===== config.mk =====
export PLATFORM = sky130hd
export DESIGN_NAME = frog_controller
export DESIGN_NICKNAME = d
export VERILOG_FILES = /design/src/rtl/frog_pkg.sv /design/src/rtl/frog_hit_detect.sv /design/src/rtl/frog_controller.sv
export SDC_FILE = /design/constraint.sdc
export NUM_CORES = 1
export LEC_CHECK = 0
export BUFFER_PORTS_ARGS = -buffer_cell sky130_fd_sc_hd__buf_2
export CAP_MARGIN = 20
export CORE_MARGIN = 1
export CORE_UTILIZATION = 60
export DETAILED_ROUTE_END_ITERATION = 7
export GPL_ROUTABILITY_DRIVEN = 0
export PLACE_DENSITY = 0.94
export SKIP_LAST_GASP = 1
export SLEW_MARGIN = 20
export SYNTH_ARGS = -nofsm -noshare
export SYNTH_HDL_FRONTEND = slang
export SYNTH_SLANG_ARGS = --single-unit

===== constraint.sdc =====
create_clock -name clk -period 8.2 [get_ports clk]
set_input_delay 0.41 -clock clk [delete_from_list [all_inputs] [get_ports clk]]
set_output_delay 0.41 -clock clk [all_outputs]
set_load 0.02 [all_outputs]

===== src/rtl/frog_pkg.sv =====
// Shared types and constants for the frog movement/collision controller.
package frog_pkg;

  typedef enum logic [1:0] {
    PLAY = 2'd0,
    HIT  = 2'd1,
    OVER = 2'd2
  } state_e;

  localparam int BTN_LEFT  = 0;
  localparam int BTN_DOWN  = 1;
  localparam int BTN_UP    = 2;
  localparam int BTN_RIGHT = 3;

  localparam logic [3:0] BTN_NONE = 4'b0000;
  localparam logic [3:0] BTN_ALL  = 4'b1111;

  localparam int CAR_LEN_W = 3;

  function automatic logic [3:0] sat_inc4(input logic [3:0] v);
    return (v == 4'hF) ? v : v + 4'd1;
  endfunction

endpackage


===== src/rtl/frog_hit_detect.sv =====
// Combinational frog-vs-car overlap test, OR-reduced across all car channels.
module frog_hit_detect
  import frog_pkg::*;
#(
  parameter int NUM_CARS = 11,
  parameter int COL_W    = 5,
  parameter int ROW_W    = 4
) (
  input  logic [NUM_CARS*COL_W-1:0]     car_x,
  input  logic [NUM_CARS*ROW_W-1:0]     car_y,
  input  logic [NUM_CARS*CAR_LEN_W-1:0] car_len,
  input  logic [COL_W-1:0]              frog_col,
  input  logic [ROW_W-1:0]              frog_row,
  output logic                          hit
);

  logic [NUM_CARS-1:0] car_hit;

  for (genvar i = 0; i < NUM_CARS; i++) begin : g_car
    logic [COL_W-1:0]     x;
    logic [ROW_W-1:0]     y;
    logic [CAR_LEN_W-1:0] len;
    logic [COL_W:0]       x_end;

    assign x   = car_x[i*COL_W +: COL_W];
    assign y   = car_y[i*ROW_W +: ROW_W];
    assign len = car_len[i*CAR_LEN_W +: CAR_LEN_W];
    // One extra bit keeps cars hanging past the last column from wrapping to column 0.
    assign x_end = {1'b0, x} + (COL_W+1)'(len);

    assign car_hit[i] = (len != '0) && (y == frog_row) &&
                        (frog_col >= x) && ({1'b0, frog_col} < x_end);
  end

  assign hit = |car_hit;

endmodule


===== src/rtl/frog_controller.sv =====
// Frog position, lives, level and respawn FSM; collision test is delegated to frog_hit_detect.
module frog_controller
  import frog_pkg::*;
#(
  parameter int GRID_COLS  = 20,
  parameter int GRID_ROWS  = 15,
  parameter int NUM_CARS   = 11,
  parameter int LIVES      = 3,
  parameter int HIT_CYCLES = 25_000_000,
  localparam int COL_W     = $clog2(GRID_COLS),
  localparam int ROW_W     = $clog2(GRID_ROWS)
) (
  input  logic                          clk,
  input  logic                          reset,
  input  logic [3:0]                    btn,
  input  logic [NUM_CARS*COL_W-1:0]     car_x,
  input  logic [NUM_CARS*ROW_W-1:0]     car_y,
  input  logic [NUM_CARS*CAR_LEN_W-1:0] car_len,
  output logic [COL_W-1:0]              frog_col,
  output logic [ROW_W-1:0]              frog_row,
  output logic [2:0]                    lives,
  output logic [3:0]                    level,
  output logic                          hit_pulse,
  output logic                          level_pulse,
  output logic                          game_over,
  output logic                          frog_visible
);

  localparam int CNT_W = $clog2(HIT_CYCLES + 1);

  localparam logic [COL_W-1:0] START_COL  = COL_W'(GRID_COLS / 2);
  localparam logic [ROW_W-1:0] START_ROW  = ROW_W'(GRID_ROWS - 1);
  localparam logic [COL_W-1:0] LAST_COL   = COL_W'(GRID_COLS - 1);
  localparam logic [CNT_W-1:0] HOLD_LOAD  = CNT_W'(HIT_CYCLES - 1);
  localparam logic [2:0]       LIVES_INIT = 3'(LIVES);

  state_e           state_q, state_d;
  logic [COL_W-1:0] col_q, col_d;
  logic [ROW_W-1:0] row_q, row_d;
  logic [2:0]       lives_q, lives_d;
  logic [3:0]       level_q, level_d;
  logic [CNT_W-1:0] cnt_q, cnt_d;
  logic             armed_q, armed_d;
  logic             hit_pulse_q, hit_pulse_d;
  logic             level_pulse_q, level_pulse_d;
  logic             game_over_q, game_over_d;
  logic             visible_q, visible_d;

  logic             hit;
  logic             mv_ok;
  logic [COL_W-1:0] mv_col;
  logic [ROW_W-1:0] mv_row;

  frog_hit_detect #(
    .NUM_CARS (NUM_CARS),
    .COL_W    (COL_W),
    .ROW_W    (ROW_W)
  ) u_hit (
    .car_x    (car_x),
    .car_y    (car_y),
    .car_len  (car_len),
    .frog_col (col_q),
    .frog_row (row_q),
    .hit      (hit)
  );

  // Highest-priority pressed direction and whether that step stays on the grid.
  always_comb begin
    mv_ok  = 1'b0;
    mv_col = col_q;
    mv_row = row_q;
    if (btn[BTN_LEFT]) begin
      mv_ok  = (col_q != '0);
      mv_col = col_q - 1'b1;
    end else if (btn[BTN_DOWN]) begin
      mv_ok  = (row_q != START_ROW);
      mv_row = row_q + 1'b1;
    end else if (btn[BTN_UP]) begin
      mv_ok  = (row_q != '0);
      mv_row = row_q - 1'b1;
    end else if (btn[BTN_RIGHT]) begin
      mv_ok  = (col_q != LAST_COL);
      mv_col = col_q + 1'b1;
    end
  end

  always_comb begin
    state_d       = state_q;
    col_d         = col_q;
    row_d         = row_q;
    lives_d       = lives_q;
    level_d       = level_q;
    cnt_d         = cnt_q;
    armed_d       = armed_q | (btn == BTN_NONE);
    hit_pulse_d   = 1'b0;
    level_pulse_d = 1'b0;

    case (state_q)
      PLAY: begin
        if (hit) begin
          state_d     = HIT;
          lives_d     = lives_q - 3'd1;
          col_d       = START_COL;
          row_d       = START_ROW;
          cnt_d       = HOLD_LOAD;
          hit_pulse_d = 1'b1;
        end else if (row_q == '0) begin
          level_d       = sat_inc4(level_q);
          level_pulse_d = 1'b1;
          col_d         = START_COL;
          row_d         = START_ROW;
        end else if (armed_q && btn == BTN_ALL) begin
          col_d   = START_COL;
          row_d   = START_ROW;
          armed_d = 1'b0;
        end else if (armed_q && mv_ok) begin
          col_d   = mv_col;
          row_d   = mv_row;
          armed_d = 1'b0;
        end
      end
      HIT: begin
        if (cnt_q == '0) state_d = (lives_q == '0) ? OVER : PLAY;
        else             cnt_d   = cnt_q - 1'b1;
      end
      OVER: begin
        if (btn == BTN_ALL) begin
          state_d = PLAY;
          lives_d = LIVES_INIT;
          level_d = '0;
          armed_d = 1'b0;
        end
      end
      default: state_d = PLAY;
    endcase

    game_over_d = (state_d == OVER);
    visible_d   = (state_d != HIT);
  end

  always_ff @(posedge clk) begin
    if (reset) begin
      state_q       <= PLAY;
      col_q         <= START_COL;
      row_q         <= START_ROW;
      lives_q       <= LIVES_INIT;
      level_q       <= '0;
      cnt_q         <= '0;
      armed_q       <= 1'b1;
      hit_pulse_q   <= 1'b0;
      level_pulse_q <= 1'b0;
      game_over_q   <= 1'b0;
      visible_q     <= 1'b1;
    end else begin
      state_q       <= state_d;
      col_q         <= col_d;
      row_q         <= row_d;
      lives_q       <= lives_d;
      level_q       <= level_d;
      cnt_q         <= cnt_d;
      armed_q       <= armed_d;
      hit_pulse_q   <= hit_pulse_d;
      level_pulse_q <= level_pulse_d;
      game_over_q   <= game_over_d;
      visible_q     <= visible_d;
    end
  end

  assign frog_col     = col_q;
  assign frog_row     = row_q;
  assign lives        = lives_q;
  assign level        = level_q;
  assign hit_pulse    = hit_pulse_q;
  assign level_pulse  = level_pulse_q;
  assign game_over    = game_over_q;
  assign frog_visible = visible_q;

endmodule


==> results.json, run 1 <==
{
  "synth_top_family_by_area": "adder cells",
  "ios": 158,
  "synth-compound-area-share": 0.191,
  "antenna_found_initial": 0,
  "cts-htree-levels": 2,
  "crit_buf_inv": 1,
  "synth_area_leaders": "ha_1, dfxtp_1, xnor2_1, xor2_1, a21oi_1",
  "synth_top_area_cell": "ha_1",
  "grt_util_all_layers": 0.309,
  "synthMuxAreaShare": 0.00808,
  "yosysMostFrequentCell": "ha_1",
  "die_area_um2": 11800,
  "grt_max_degree": 41,
  "area_growth_pct": 15.3,
  "grt.overflow.total": 0,
  "chipWidth_um": 109,
  "tritoncts": "yes",
  "period_needed_ps": 4130,
  "cp_top_family": "simple AND/OR/NAND/NOR gates",
  "cp_max_fo": 17,
  "synth_edf_count": 0,
  "clock_sinks": 48,
  "skew_ps": 3.64,
  "port_buffers": 157,
  "status": "complete, no violations",
  "synth.yosys.seq_area_share": 0.141,
  "cp_data_arrival_time_ps": 4310,
  "fin_nets": 1258,
  "grt_pass1_vias": 6582,
  "ant_nets": 0,
  "crit_path_start_kind": "register",
  "cts_setup_buffers": 0,
  "synth_adder_area_share": 0.297,
  "post_cts_resized": 0,
  "drive_above_1_share": 0.190,
  "synth_cells": 817,
  "crit_type": "reg2reg",
  "drt-initial-drc-count": 401,
  "reg2reg_depth": 10,
  "wire_per_inst_um": 16.0,
  "ir_drop_mv": 0.224,
  "dr.pass1.iters": 4,
  "yosys.area_share.xor_xnor": 0.132,
  "end_kind": "register",
  "synth_simple_gate_area_frac": 0.165,
  "fp.dieH_um": 109,
  "start_util": 0.623,
  "clockBufferDepth": 2,
  "tns_ps": 0,
  "syn_area_um2": 6810,
  "crit_chain": "inv_1 > ha_1 > nor2b_1 > o21ai_0 > nand3_1 > a221oi_1 > or3_1 > or4_4 > o31a_1 > mux2_4",
  "cts_buffers": 5,
  "p_leak_uw": 0.00384,
  "hold_buffers": 0,
  "dpl.hpwl_um": 14100,
  "grt_pass1_wl_um": 29300,
  "syn_avg_cell_area_um2": 8.34,
  "via_per_inst": 5.99,
  "max-cap-violations": 0,
  "via_count": 6632,
  "cpPeakStageDelay_ps": 770,
  "slew_viol_final": 0,
  "cts-root-buf": "clkbuf_16",
  "syn_nets": 1109,
  "worstSetupPathDepth": 10,
  "clkTransAtPathRegs_ps": 60,
  "synth_warnings": 0,
  "rsz0062_at_grt": "no",
  "finalCritPeriodShare": 0.504,
  "ys_ff_latch": 48,
  "slowest_stage": "dfxtp_1",
  "synth_flop_cell": "dfxtp_1",
  "slew-limit-headroom": 0.290,
  "dp.cells": 1099,
  "core-area_um2": 10900,
  "netlist-cell-type-count": 66,
  "drc": 0,
  "diodes": 0,
  "setup_violations": 0,
  "synthTopCellsByCount": "ha_1, inv_1, a21oi_1, xnor2_1",
  "tightest_slew_ps": 1060,
  "hp-class": "reg2reg",
  "synth_top_area_frac": 0.259,
  "row_count": 38,
  "wl_um": 17700,
  "async_flop_share": 0,
  "p_per_area_nw_per_um2": 242,
  "clk_latency_ps": 290,
  "power_uw": 1900,
  "cp.required_ps": 8380,
  "hold_violations": 0,
  "min_path_cells": 2,
  "clock.fmax_ghz": 0.242,
  "finalNonFillerCells": 1107
}
==> cell usage in the layout (no fill, tap or decap), types with 5 or more instances in the layout <==
cell	Yosys	layout
buf_2	1	157
ha_1	141	141
inv_1	83	83
a21oi_1	63	63
xnor2_1	55	55
xor2_1	48	48
dfxtp_1	48	48
nor2_1	38	38
o21ai_0	33	33
nor3_1	28	28
nand2_1	26	26
a21o_1	24	24
nor2b_1	19	19
nand2b_1	17	17
nand3_1	15	15
or3_1	14	14
fa_1	13	13
or4_1	10	10
a31oi_1	9	9
o211ai_1	9	9
nor4_1	9	9
buf_4	6	7
o311ai_1	6	6
o311ai_0	6	6
o21a_1	5	5
clkbuf_16	0	5
==> per-stage QoR <==
step                setup slack [ps]   util  cell area, µm²  hold WS [ps]
finish                          4070  0.719            7860           505
global route                    3920  0.719            7860           510
CTS                             4130  0.719            7860           500
detailed placement              4140  0.705            7710           484
global placement                4200  0.705            7710           469
floorplan                       4730      -            6810           471
==> tightest hold or removal path: stages, from the launching register on <==
cell and delay (ps):
dfxtp_1 330, nand3_1 70, o31ai_1 60
==> kinds of logic (layout without fill, tap and decap cells) <==
family	after synthesis	in the layout
compound gates	198	198
flops	48	48
simple gates	204	204
buf+inv	105	255
mux	5	5
xor+xnor	103	103
fa+ha+maj	154	154
==> power by group <==
group          internal (µW)  switching, µW  total (µW)
Clock                    113           87.0         200
Sequential               304            138         442
Combinational            567            693        1260
Total                    984            918        1900
==> sequential cells by signal (all words and copies together), names as in the netlist <==
name,flops
lives,3
frog_visible,1
level_pulse,1
game_over,1
cnt_q,25
level,4
frog_row,4
hit_pulse,1
frog_col,5
armed_q,1
state_q,2
==> cell type report <==
type                    instances  area [µm²]
clock buffers                   5         125
clock inverters                 3        23.8
fillers                       811        3080
inverters                      83         312
multi-input cells             664        5420
flip-flops and latches         48         961
well taps                     140         175
repair buffers                164         838
==> per-layer routing <==
layer | wire length, µm | up-vias | track usage
met4 | 550 | 0 | 0.126
met3 | 1230 | 58 | 0.0422
met1 | 7220 | 3054 | 0.363
met2 | 8700 | 263 | 0.558
li1 | - | 3257 | -
met5 | 0 | - | 0
==> path summary, 6_finish.rpt <==
path,startpoint,to,slack [ps]
max,frog_col[0],frog_col[0],4070
max reg2reg,frog_col[0],frog_col[0],4070
min,lives[2],lives[2],500
min reg2reg,lives[2],lives[2],500
Note: power is estimated with default switching activity, not from simulation.
==> run 2: changes to the inputs <==
- CORE_UTILIZATION: 60 -> 51
- PLACE_DENSITY: 0.94 -> 0.85
- clock period: 8.2 -> 3.3 ns (I/O delays scaled with it)
==> run 2 against run 1 <==
Effect of this change: routed wire length is 2.0% higher; global-route usage is 5.0 points lower; utilization is 6.3 points lower; register-to-register slack worse by 3900 ps; final area is 7.0% higher; power grew to 2.7 times the previous value; critical path type is now in2reg; highest routed layer unchanged.
==> results.json, run 2 (synthesis gave the netlist of run 1 again) <==
{
  "status": "complete, no violations",
  "start_util": 0.531,
  "slew_viol_final": 0,
  "cts-htree-levels": 2,
  "power_uw": 5050,
  "clk_latency_ps": 290,
  "cts-root-buf": "clkbuf_16",
  "max-cap-violations": 0,
  "largest_reg_flops": 25,
  "seq_area_um2": 961,
  "row_count": 41,
  "power_frac_comb": 0.705,
  "ir_drop_mv": 0.381,
  "setup_violations": 0,
  "die_area_um2": 13800,
  "tightest_slew_ps": 712,
  "intPower_uw": 2700,
  "setup_slack_ps": 82.4,
  "drc": 0,
  "crit_type": "in2reg",
  "crit_path_start_kind": "input port",
  "period_needed_ps": 3220,
  "multi_input_area_um2": 5500,
  "crit_chain": "buf_6 > ha_4 > inv_4 > fa_2 > nor2b_1 > o21ai_1 > xnor2_1 > ha_1 > nand2_1 > o21ai_1 > a221oi_2 > or3_4 > or4_4 > or4_4 > a21boi_1",
  "grt_util_all_layers": 0.258,
  "cp_max_fo": 8,
  "power_frac_seq": 0.192,
  "clkTransAtPathRegs_ps": 70,
  "ios": 158,
  "drt-initial-drc-count": 316,
  "top_register": "cnt_q",
  "fillerInstances": 1076,
  "finalCritPeriodShare": 0.975,
  "fin_nets": 1307,
  "ant_nets": 0,
  "cts_buffers": 5,
  "cp_data_arrival_time_ps": 3440,
  "switching_share": 0.465,
  "final_cell_mix": "buf_2, ha_1, inv_1",
  "via_count": 6714,
  "dpl_worst_slack_ps": -222,
  "skew_ps": 6.48,
  "core-area_um2": 12800,
  "globalRouteMet1Util": 0.310,
  "slew-limit-headroom": 0.526,
  "cp.required_ps": 3530,
  "tritoncts": "yes",
  "grt_pass1_vias": 6631,
  "drive_above_1_share": 0.243,
  "p_per_area_nw_per_um2": 601,
  "wire_per_inst_um": 15.2,
  "clockBufferDepth": 2,
  "final_common_cell": "buf_2",
  "clock.fmax_ghz": 0.311,
  "wl_um": 18100,
  "clock_sinks": 48,
  "dpl.hpwl_um": 14400,
  "switchingPower_uw": 2350,
  "chipWidth_um": 118,
  "fp.dieH_um": 118,
  "grt_max_degree": 41,
  "via_per_inst": 5.65,
  "hold_violations": 0,
  "hp-class": "in2reg",
  "grt_pass1_wl_um": 29900,
  "cpPeakStageDelay_ps": 610,
  "p_leak_uw": 0.00411,
  "area_growth_pct": 23.4,
  "top_usage_layer": "met2",
  "utilization": 0.656,
  "met3_usage": 0.0373,
  "grt.overflow.total": 0,
  "slowest_stage": "or4_4",
  "end_kind": "register",
  "clockPowerShare": 0.103,
  "gr-usage-met2": 0.467,
  "port_buffers": 157,
  "dr.pass1.iters": 5,
  "antenna_found_initial": 1
}
run 2: cell types whose count changed in the layout (fill, tap and decap cells not counted), sizes merged:
cell	change
buf	+49
clkbuf	+2
clkinv	-1
clkinvlp	-1
diode	+1
run 2: per-stage QoR:
stage          cells  cell area [µm²]  TNS [ps]  hold slack (ps)
3_5_place_dp    1179             8150     -1540              491
5_1_grt         1189             8410      -431              358
6_report        1189             8410         0              342
2_1_floorplan    817             6810         0              428
3_3_place_gp    1179             8150      -775              467
4_1_cts         1187             8300         0              328
run 2: final cells by class:
| cell class | instances | share of cell area |
|---|---|---|
| flip-flops and latches | 48 | 0.114 |
| repair buffers | 213 | 0.150 |
| clock inverters | 1 | 0.000893 |
| well taps | 172 | 0.0256 |
| multi-input cells | 664 | 0.654 |
| clock buffers | 7 | 0.0170 |
| diodes | 1 | 0.000298 |
| inverters | 83 | 0.0373 |
run 2: final timing paths:
kind,from,endpoint,slack [ps],cells past startpoint
setup / recovery,car_len[21],level[0],80,15
hold / removal,btn[0],armed_q,340,3
setup reg to reg,frog_col[4],level[0],170,10
hold reg to reg,lives[2],lives[2],510,2
run 2: power groups by stage:
stage	registers [µW]	clock network, µW	logic (µW)
after detailed placement	973	0	3450
after global routing	997	556	4000
after CTS	965	527	3490
after floorplan	1070	0	2270
final	969	520	3560
after global placement	963	0	3310
run 2: what timing repair did:
action | CTS | global route
hold buffers | 0 | 0
endpoints found under the setup margin | 0 | 7
setup buffers | 0 | 1
endpoints found under the hold margin | 0 | 0
resized for setup | 0 | 32
run 2: routing by layer:
layer | share of wire | vias up
met5 | 0 | -
met1 | 0.43 | 3129
li1 | - | 3345
met3 | 0.045 | 47
met4 | 0.028 | 0
met2 | 0.50 | 193
run 2: critical path: cells and delay by family:
kind | cells | cell delay [ps]
xor+xnor | 1 | 130
compound gates | 4 | 510
buf+inv | 2 | 110
fa+ha+maj | 3 | 790
simple gates | 5 | 1720
==> run 3: changes to the inputs <==
- clock period: 3.3 -> 2.6 ns (I/O delays scaled with it)
==> run 3 against run 2 <==
Effect of this change: the run now ends with negative setup slack left; count of clock-buffer cells in the layout is 1 higher; critical endpoint is now frog_row[3]; critical path depth is 3 lower; clock power is 26% higher; critical path type is now reg2reg; highest routed layer unchanged.
==> results.json, run 3 (synthesis gave the netlist of run 1 again) <==
{
  "die_area_um2": 13800,
  "min_to": "cnt_q[16]",
  "min_path_cells": 2,
  "cp.required_ps": 2760,
  "row_count": 41,
  "wl_met1_um": 8540,
  "ir_drop_mv": 0.566,
  "slew-limit-headroom": 0.404,
  "grt_pass1_vias": 7538,
  "min_from": "reset",
  "p_leak_uw": 0.00454,
  "dp.cells": 1241,
  "cts-htree-levels": 2,
  "grt_util_all_layers": 0.296,
  "crit_path_start_kind": "register",
  "wl_met3_um": 1300,
  "dpl_worst_slack_ps": -804,
  "antenna_found_initial": 2,
  "grt_pass1_wl_um": 33900,
  "max-cap-violations": 0,
  "crit_type": "reg2reg",
  "cp_max_fo": 4,
  "drive_above_1_share": 0.330,
  "hold_violations": 0,
  "wl_um": 21400,
  "tritoncts": "yes",
  "grt.overflow.total": 0,
  "finalCritPeriodShare": 1.24,
  "port_buffers": 157,
  "rsz0062_at_grt": "yes",
  "violations": "negative setup slack",
  "end_kind": "register",
  "hold_buffers": 0,
  "clockBufferDepth": 2,
  "wire_per_inst_um": 17.0,
  "drt-initial-drc-count": 498,
  "clock_sinks": 48,
  "grt_max_degree": 22,
  "cts_buffers": 5,
  "holdWs_ps": 311,
  "via_count": 7399,
  "slew_viol_final": 0,
  "clkTransAtPathRegs_ps": 60,
  "core-area_um2": 12800,
  "fillerInstances": 895,
  "power_uw": 7450,
  "final_cell_mix": "buf_2, ha_1, buf_4",
  "fp.dieH_um": 118,
  "clock.fmax_ghz": 0.310,
  "r2r_slack_ps": -620,
  "fin_nets": 1381,
  "ios": 158,
  "p_per_area_nw_per_um2": 799,
  "largest_reg_flops": 25,
  "skew_ps": 4.95,
  "dpl.hpwl_um": 15800,
  "r2r-end": "frog_row[3]",
  "regToRegStartpoint": "frog_col[0]",
  "start_util": 0.531,
  "reg2reg_depth": 12,
  "ant_nets": 0,
  "chipWidth_um": 118,
  "hp-class": "in2reg",
  "routed-wl-met2_um": 10700,
  "setup_violations": 46,
  "drc": 0,
  "via_per_inst": 5.85,
  "status": "complete, but fails checks",
  "cp_data_arrival_time_ps": 3380,
  "cts-root-buf": "clkbuf_16",
  "setup_slack_ps": -623,
  "dr.pass1.iters": 5,
  "finalNonFillerCells": 1264,
  "clk_latency_ps": 290,
  "top_register": "cnt_q",
  "area_growth_pct": 36.9,
  "period_needed_ps": 3220,
  "tightest_slew_ps": 883,
  "final_common_cell": "buf_2",
  "utilization": 0.727,
  "highest_layer": "met4"
}
==> run 3: changes by cell type in the layout (fill, tap and decap cells not counted), moves of 4 or more <==
cell and delta:
buf_4 +66, buf_2 -6, buf_6 +6, fa_1 -6
fa_2 +6, dfxtp_1 -5, ha_1 -5, nor2_1 -5
buf_12 +4, ha_4 +4, inv_2 +4, nor2_2 +4
o21ai_0 -4
==> run 3: per-layer routing <==
metal  vias up  GRT usage
met4         0      0.139
met2       340      0.542
li1       3498          -
met3        93     0.0504
met5         -          0
met1      3468      0.330
==> run 3: worst max-delay path by stage <==
stage                 from          end  slack [ps]  cells past startpoint
6_report       frog_col[0]  frog_row[3]        -620                     12
3_3_place_gp   car_len[15]     level[0]        -670                     16
3_5_place_dp   car_len[15]     level[0]        -800                     16
5_1_grt        frog_col[0]  frog_row[3]        -680                     12
4_1_cts         car_len[0]  frog_col[0]        -430                     15
2_1_floorplan     car_x[5]  frog_col[0]        -450                     15
==> run 3: where the power goes <==
group / switching [µW] / internal (µW)
Combinational: 2770 / 2710
Sequential: 345 / 974
Clock: 272 / 384
Total: 3390 / 4070
==> run 3: area by class of cell <==
| class | count | area, µm² | share of cell area |
|---|---|---|---|
| repair buffers | 287 | 1960 | 0.210 |
| well taps | 172 | 215 | 0.0231 |
| diodes | 2 | 5.00 | 0.000537 |
| clock buffers | 8 | 146 | 0.0157 |
| inverters | 83 | 312 | 0.0334 |
| flip-flops and latches | 48 | 972 | 0.104 |
| multi-input cells | 664 | 5720 | 0.613 |
==> run 3: critical path, stage by stage, from the launching register on <==
cell and delay (ps):
dfxtp_2 320, inv_1 110, buf_4 180, ha_1 240
o21ai_0 290, a21oi_1 130, o311ai_1 360, o211ai_2 180
or4_4 590, buf_4 180, clkbuf_16 150, o41ai_4 220
a2bb2oi_1 130
==> run 3: repair_timing <==
item,4_1_cts,5_1_grt
buffers inserted,9,3
pin swaps,13,13
gates cloned,1,1
setup endpoints to repair,46,46
gates resized for setup,39,28
==> run 3: stage by stage <==
step                setup TNS [ps]  area, µm²
floorplan                    -7940       6930
detailed placement          -26660       8770
global placement            -21710       8770
finish                      -19240       9330
CTS                         -13420       9180
global route                -22430       9330
